[src/rtl/boid_pkg.sv]
// Shared constants and FSM encoding for the boid frame scheduler.
package boid_pkg;

  // Default display geometry
  localparam int DEF_H_RES = 640;
  localparam int DEF_V_RES = 480;
  localparam int DEF_ADDR_W = $clog2(DEF_H_RES * DEF_V_RES);

  // Stored boid coordinate widths
  localparam int X_W = 10;
  localparam int Y_W = 9;

  // Coordinate sums carry one extra bit so off-screen pixels are never wrapped
  localparam int SX_W = X_W + 1;
  localparam int SY_W = Y_W + 1;

  // Scheduler phases
  typedef enum logic [1:0] {
    ST_IDLE  = 2'd0,
    ST_SWAP  = 2'd1,
    ST_SWEEP = 2'd2
  } state_t;

endpackage

[src/rtl/boid_sprite_addr.sv]
// Combinational sprite pixel address generator: base position plus offset,
// clipped against the visible area, folded into a linear RAM address.
module boid_sprite_addr
  import boid_pkg::*;
#(
  parameter int H_RES  = DEF_H_RES,
  parameter int V_RES  = DEF_V_RES,
  parameter int ADDR_W = $clog2(H_RES * V_RES),
  parameter int D_W    = 1
) (
  input  logic [X_W-1:0]    base_x,
  input  logic [Y_W-1:0]    base_y,
  input  logic [D_W-1:0]    dx,
  input  logic [D_W-1:0]    dy,
  output logic              in_range,
  output logic [ADDR_W-1:0] addr
);

  logic [SX_W-1:0] sum_x;
  logic [SY_W-1:0] sum_y;

  // Widened offset sums, range check and constant-multiply address
  always_comb begin
    sum_x    = {1'b0, base_x} + SX_W'(dx);
    sum_y    = {1'b0, base_y} + SY_W'(dy);
    in_range = (sum_x < SX_W'(H_RES)) && (sum_y < SY_W'(V_RES));
    addr     = ADDR_W'(sum_y) * ADDR_W'(H_RES) + ADDR_W'(sum_x);
  end

endmodule

[src/rtl/boid_frame_scheduler.sv]
// Per-frame boid rasteriser. The CPU updates a shadow slot bank at any time;
// each frame_end snapshots it into a working bank, pulses buf_swap, and then
// sweeps every slot/pixel, emitting display RAM write addresses over a
// valid/ready port.
module boid_frame_scheduler
  import boid_pkg::*;
#(
  parameter int MAX_BOIDS = 32,
  parameter int SPRITE    = 2,
  parameter int H_RES     = DEF_H_RES,
  parameter int V_RES     = DEF_V_RES,
  parameter int BOID_BITS = $clog2(MAX_BOIDS),
  parameter int ADDR_W    = $clog2(H_RES * V_RES)
) (
  input  logic                 clock,
  input  logic                 resetn,
  input  logic                 cpu_we,
  input  logic [BOID_BITS-1:0] cpu_slot,
  input  logic [X_W-1:0]       cpu_x,
  input  logic [Y_W-1:0]       cpu_y,
  input  logic                 cpu_active,
  input  logic                 frame_end,
  output logic                 buf_swap,
  output logic                 wr_valid,
  input  logic                 wr_ready,
  output logic [ADDR_W-1:0]    wr_addr,
  output logic                 busy,
  output logic                 overrun,
  input  logic                 overrun_clr
);

  // Offset counters need at least one bit even for single-pixel sprites
  localparam int D_W = (SPRITE > 1) ? $clog2(SPRITE) : 1;
  localparam logic [D_W-1:0]       D_LAST    = D_W'(SPRITE - 1);
  localparam logic [BOID_BITS-1:0] SLOT_LAST = BOID_BITS'(MAX_BOIDS - 1);

  // CPU-visible shadow bank
  logic [X_W-1:0] shadow_x      [MAX_BOIDS];
  logic [Y_W-1:0] shadow_y      [MAX_BOIDS];
  logic           shadow_active [MAX_BOIDS];

  // Frame snapshot that the sweep reads from
  logic [X_W-1:0] work_x      [MAX_BOIDS];
  logic [Y_W-1:0] work_y      [MAX_BOIDS];
  logic           work_active [MAX_BOIDS];

  state_t               state;
  logic [BOID_BITS-1:0] slot;
  logic [D_W-1:0]       dx;
  logic [D_W-1:0]       dy;

  logic [BOID_BITS-1:0] nxt_slot;
  logic [D_W-1:0]       nxt_dx;
  logic [D_W-1:0]       nxt_dy;
  logic                 last_pixel;
  logic                 advance;

  logic [X_W-1:0]       sel_x;
  logic [Y_W-1:0]       sel_y;
  logic                 sel_active;
  logic [D_W-1:0]       sel_dx;
  logic [D_W-1:0]       sel_dy;
  logic                 pix_in_range;
  logic [ADDR_W-1:0]    pix_addr;

  // Shadow bank accepts CPU writes in every state; last write wins
  always_ff @(posedge clock or negedge resetn) begin
    if (!resetn) begin
      for (int i = 0; i < MAX_BOIDS; i++) begin
        shadow_x[i]      <= '0;
        shadow_y[i]      <= '0;
        shadow_active[i] <= 1'b0;
      end
    end else if (cpu_we) begin
      shadow_x[cpu_slot]      <= cpu_x;
      shadow_y[cpu_slot]      <= cpu_y;
      shadow_active[cpu_slot] <= cpu_active;
    end
  end

  // Pixel walk order: dx fastest, then dy, then slot
  always_comb begin
    nxt_slot   = slot;
    nxt_dy     = dy;
    nxt_dx     = dx + D_W'(1);
    last_pixel = (slot == SLOT_LAST) && (dy == D_LAST) && (dx == D_LAST);
    if (dx == D_LAST) begin
      nxt_dx = '0;
      if (dy == D_LAST) begin
        nxt_dy   = '0;
        nxt_slot = slot + BOID_BITS'(1);
      end else begin
        nxt_dy = dy + D_W'(1);
      end
    end
  end

  // Current pixel leaves when it is either not offered or accepted
  assign advance = !wr_valid || wr_ready;

  // The first pixel is prepared during SWAP straight from the shadow bank,
  // because the working bank only receives its copy at the end of that cycle
  always_comb begin
    sel_x      = work_x[nxt_slot];
    sel_y      = work_y[nxt_slot];
    sel_active = work_active[nxt_slot];
    sel_dx     = nxt_dx;
    sel_dy     = nxt_dy;
    if (state == ST_SWAP) begin
      sel_x      = shadow_x[0];
      sel_y      = shadow_y[0];
      sel_active = shadow_active[0];
      sel_dx     = '0;
      sel_dy     = '0;
    end
  end

  boid_sprite_addr #(
    .H_RES  (H_RES),
    .V_RES  (V_RES),
    .ADDR_W (ADDR_W),
    .D_W    (D_W)
  ) u_sprite_addr (
    .base_x   (sel_x),
    .base_y   (sel_y),
    .dx       (sel_dx),
    .dy       (sel_dy),
    .in_range (pix_in_range),
    .addr     (pix_addr)
  );

  // Frame FSM with registered swap pulse, busy flag and write port
  always_ff @(posedge clock or negedge resetn) begin
    if (!resetn) begin
      state    <= ST_IDLE;
      slot     <= '0;
      dx       <= '0;
      dy       <= '0;
      buf_swap <= 1'b0;
      busy     <= 1'b0;
      wr_valid <= 1'b0;
      wr_addr  <= '0;
      for (int i = 0; i < MAX_BOIDS; i++) begin
        work_x[i]      <= '0;
        work_y[i]      <= '0;
        work_active[i] <= 1'b0;
      end
    end else begin
      case (state)
        ST_IDLE: begin
          if (frame_end) begin
            state    <= ST_SWAP;
            buf_swap <= 1'b1;
            busy     <= 1'b1;
          end
        end
        ST_SWAP: begin
          buf_swap <= 1'b0;
          for (int i = 0; i < MAX_BOIDS; i++) begin
            work_x[i]      <= shadow_x[i];
            work_y[i]      <= shadow_y[i];
            work_active[i] <= shadow_active[i];
          end
          slot     <= '0;
          dx       <= '0;
          dy       <= '0;
          wr_valid <= sel_active && pix_in_range;
          wr_addr  <= pix_addr;
          state    <= ST_SWEEP;
        end
        ST_SWEEP: begin
          if (advance) begin
            if (last_pixel) begin
              state    <= ST_IDLE;
              wr_valid <= 1'b0;
              busy     <= 1'b0;
            end else begin
              slot     <= nxt_slot;
              dx       <= nxt_dx;
              dy       <= nxt_dy;
              wr_valid <= sel_active && pix_in_range;
              wr_addr  <= pix_addr;
            end
          end
        end
        default: begin
          state    <= ST_IDLE;
          buf_swap <= 1'b0;
          busy     <= 1'b0;
          wr_valid <= 1'b0;
        end
      endcase
    end
  end

  // Sticky overrun flag; a new event outranks a simultaneous clear
  always_ff @(posedge clock or negedge resetn) begin
    if (!resetn) begin
      overrun <= 1'b0;
    end else if (frame_end && (state != ST_IDLE)) begin
      overrun <= 1'b1;
    end else if (overrun_clr) begin
      overrun <= 1'b0;
    end
  end

endmodule

[config.mk]
export PLATFORM = sky130hd
export DESIGN_NAME = boid_frame_scheduler
export DESIGN_NICKNAME = d
export VERILOG_FILES = /design/src/rtl/boid_pkg.sv /design/src/rtl/boid_sprite_addr.sv /design/src/rtl/boid_frame_scheduler.sv
export SDC_FILE = /design/constraint.sdc
export NUM_CORES = 2
export LEC_CHECK = 0
export BUFFER_PORTS_ARGS = -buffer_cell sky130_fd_sc_hd__buf_4
export CORE_MARGIN = 10
export CORE_UTILIZATION = 40
export DETAILED_ROUTE_END_ITERATION = 7
export MAX_ROUTING_LAYER = met4
export PLACE_DENSITY_LB_ADDON = 0.2
export SYNTH_ARGS = -nofsm -noshare
export SYNTH_HDL_FRONTEND = slang
export SYNTH_SLANG_ARGS = --single-unit
[constraint.sdc]
create_clock -name clock -period 17.7 [get_ports clock]
set_input_delay 3.54 -clock clock [delete_from_list [all_inputs] [get_ports clock]]
set_output_delay 3.54 -clock clock [all_outputs]
set_load 0.05 [all_outputs]
==> flow_metrics.env <==
export IMPL_first_global_vias=35960
export IMPL_gp_congestion=0.8218
export IMPL_crit_arrival_ns=9.49
export IMPL_rsz0062_at_grt="no"
export IMPL_final_nets=4174
export IMPL_ir_drop_v=0.0001098
export IMPL_postCtsSetupRepairBufs=0
export IMPL_clock_fmax_ghz=0.1124
export IMPL_drt_iter0_drc=2818
export IMPL_seq_area_mm2=0.03284
export IMPL_cts_root_buf="clkbuf_16"
export IMPL_die_h_um=401.4
export IMPL_numCtsBuffers=145
export IMPL_clockBufferDepth=3
export IMPL_yosysUniqueCellTypes=92
export IMPL_cts_resized_gates=0
export IMPL_drv_slew=0
export IMPL_syn_area_mm2=0.05820
export IMPL_place_port_buffers=53
export IMPL_n_fill_cell=12930
export IMPL_finalHoldViolCount=0
export IMPL_rows=139
export IMPL_fin_crit_ns=8.899
export IMPL_ys_top_cells_by_area="dfrtp_1 (56%), mux2_2 (25%), mux4_2 (3.4%)"
export IMPL_start_util_pct=40.42
export IMPL_critPathCaptureType="flip-flop"
export IMPL_synth_warnings=0
export IMPL_final_common_cell="dfrtp_1"
export IMPL_status="completed"
export IMPL_core_region_area_mm2=0.1440
export IMPL_die_area_mm2=0.1612
export IMPL_syn_instance_count=4151
export IMPL_yosys_area_top_type="dfrtp_1"
export IMPL_avgRoutedWirePerCell_um=27.54
export IMPL_finalCritPeriodShare_pct=50.28
export IMPL_maxCapViolCount=0
export IMPL_power_leakage_nw=28.96
export IMPL_multiInputGateArea_mm2=0.02391
export IMPL_worstSetupPathType="flip-flop to flip-flop"
export IMPL_drc=0
export IMPL_syn2layout_area_growth_pct=12.39
export IMPL_die_w_um=401.4
export IMPL_synth_seq_cells=1312
export IMPL_endpoint="wr_addr[18]"
export IMPL_worstSkewPairLatency_ns=0.78
export IMPL_grt_usage_pct=21.34
export IMPL_min_path_cells=2
export IMPL_start_kind="flip-flop"
export IMPL_route_vias_total=35410
export IMPL_viasPerCell=5.777
export IMPL_skew_ns=0.02106
export IMPL_cp_required_ns=18.30
export IMPL_power_density_mw_per_mm2=167.5
export IMPL_routed_wl_um=168800
export IMPL_r2r_slack_ns=8.80
export IMPL_r2r_start="slot[0]"
export IMPL_cts_tree="built"
export IMPL_placedCellCount=5870
export IMPL_rr_endpoint="wr_addr[18]"
export IMPL_dr_pass1_iters=7
export IMPL_setup_violations=0
export IMPL_tightest_slew_ns=1.153
export IMPL_final_util_pct=45.42
export IMPL_startpoint="slot[0]"
export IMPL_synthesis_nets=4211
export IMPL_seq_area_frac_synth_pct=56.41
export IMPL_layout_drive_gt1_share_pct=43.02
export IMPL_ctsHoldBuffers=0
export IMPL_ant_nets=0
export IMPL_syn_avg_cell_area_um2=14.02
export IMPL_hold_path_class="flip-flop to flip-flop"
export IMPL_dp_worst_setup_slack_ns=8.772
export IMPL_cts_max_level=4
export IMPL_layout_setup_ws_ns=8.801
export IMPL_async_reset_ff_share_pct=100.0
export IMPL_grt_ovfl_total=0
export IMPL_clock_sinks=1312
export IMPL_path_clk_slew_ns=0.06
export IMPL_final_area_mm2=0.06541
export IMPL_slew_limit_headroom_pct=21.13
export IMPL_hpwl_um=97760
export IMPL_final_cell_mix="dfrtp_1 (1310), mux2_2 (1278), clkbuf_16 (149), buf_4 (149), nand2_1 (145)"
export IMPL_grt_max_degree=151
export IMPL_io_pins=54
export IMPL_setup_tns_final_ns=0
export IMPL_yosysTopAreaCellShare_pct=56.41
export IMPL_final_cells=6130
export IMPL_synth_edff_count=0
export IMPL_antenna_found_initial=2
export IMPL_grt_pass1_wl_um=253100
export IMPL_place_area_mm2=0.06050
export IMPL_ys_flop_type="dfrtp_1"
export IMPL_worstPathMaxFanout=87
export IMPL_r2r_cells=26
[synth_stat cells (5+ instances only)]
cell type  number
buf_2          51
nor3_1         26
nor3b_1         8
buf_1          27
a221oi_1       20
o21a_1          6
a32oi_1         7
and2_1          9
inv_1          37
o22ai_1        15
o32ai_1         5
o21ai_0       102
ha_1           27
nand4_1         9
mux2_2       1278
nor2b_1        15
nor4_1          6
buf_6          11
a22oi_1        32
and3_1         25
a21oi_1        82
mux4_2         89
nand2_1       162
nand2b_1       11
xnor2_1        18
mux2i_1        89
a2111oi_0      12
o31ai_1         8
a21o_1         20
nand3_1        58
buf_4          31
clkbuf_1      216
xor2_1         13
a211o_1        17
a311oi_1        8
dfrtp_1      1312
a31oi_1        20
nor2_1         67
nand3b_1        6
a211oi_1       59
o211ai_1       35
[flip-flops by register name, indices dropped and copies added, names as in the netlist]
signal         count
shadow_x         320
buf_swap           1
work_active       32
dx                 1
slot               5
work_y           288
shadow_y         288
wr_valid           1
overrun            1
busy               1
shadow_active     32
dy                 1
wr_addr           19
work_x           320
state              2
[how the worst min path moves through the flow]
| stage | slack, ns | to | startpoint |
|---|---|---|---|
| 2_1_floorplan | 0.45 | work_x[125] | shadow_x[125] |
| 6_report | 0.47 | work_x[285] | shadow_x[285] |
| 4_1_cts | 0.48 | work_x[285] | shadow_x[285] |
| 5_1_grt | 0.50 | work_x[296] | shadow_x[296] |
| 3_3_place_gp | 0.46 | work_x[243] | shadow_x[243] |
| 3_5_place_dp | 0.47 | work_y[145] | shadow_y[145] |
[through the flow]
step	hold WS, ns	total power, mW
final	0.4744	10.96
after global routing	0.4982	11.55
after CTS	0.4785	11.05
after detailed placement	0.4653	7.904
after global placement	0.4595	7.842
after floorplan	0.4476	6.896
[metal layers]
layer / share of wire, % / track usage (%)
met5: 0 / -
met3: 4.3 / 2.945
met1: 46 / 29.29
met2: 47 / 33.16
met4: 2.5 / 5.778
[critical path, stage by stage (launching register included)]
cell and delay, ns:
dfrtp_4 1.02, ha_4 0.73, and3b_1 0.37, nor2_4 0.14, buf_12 0.54, mux4_2 0.36
mux4_2 0.26, mux2i_1 0.07, o21ai_0 0.81, ha_1 0.35, o41ai_1 0.10, a211oi_1 0.53
nand3b_1 0.28, xnor2_1 0.31, ha_1 0.27, ha_1 0.34, a21o_1 0.20, a21oi_1 0.22
xnor2_1 0.18, nor3b_1 0.29, and2_1 0.20, and3_1 0.20, nand3_1 0.11, or4_1 0.41
o2111ai_1 0.14, or3_1 0.15, a31oi_1 0.07
[where the power goes]
part	switching, mW	internal [mW]
Sequential	0.528	3.91
Combinational	1.70	1.70
Clock	1.26	1.85
Total	3.50	7.46
[logic make-up (layout without fill, tap and decap cells)]
group / Yosys count / in the layout / share of synthesized area, %
AOI/OAI and AO/OA: 507 / 507 / 5.970
xor gates and xnor gates: 33 / 33 / 0.5224
adders and majority gates: 29 / 29 / 0.6492
buffers and inverters: 375 / 450 / 2.909
DFF: 1312 / 1312 / 56.41
muxes: 1457 / 1457 / 29.75
other: 0 / 1 / 0
and+or+nand+nor: 438 / 438 / 3.790
[cell type report]
type / count / area share, %
Clock inverter: 48 / 0.9239
Timing Repair Buffer: 154 / 1.875
Clock buffer: 211 / 6.577
Antenna cell: 1 / 0.003826
Tap cell: 1903 / 3.640
Inverter: 37 / 0.2123
Multi-Input combinational cell: 2464 / 36.56
Sequential cell: 1312 / 50.21
(Power assumes the default switching activity.)
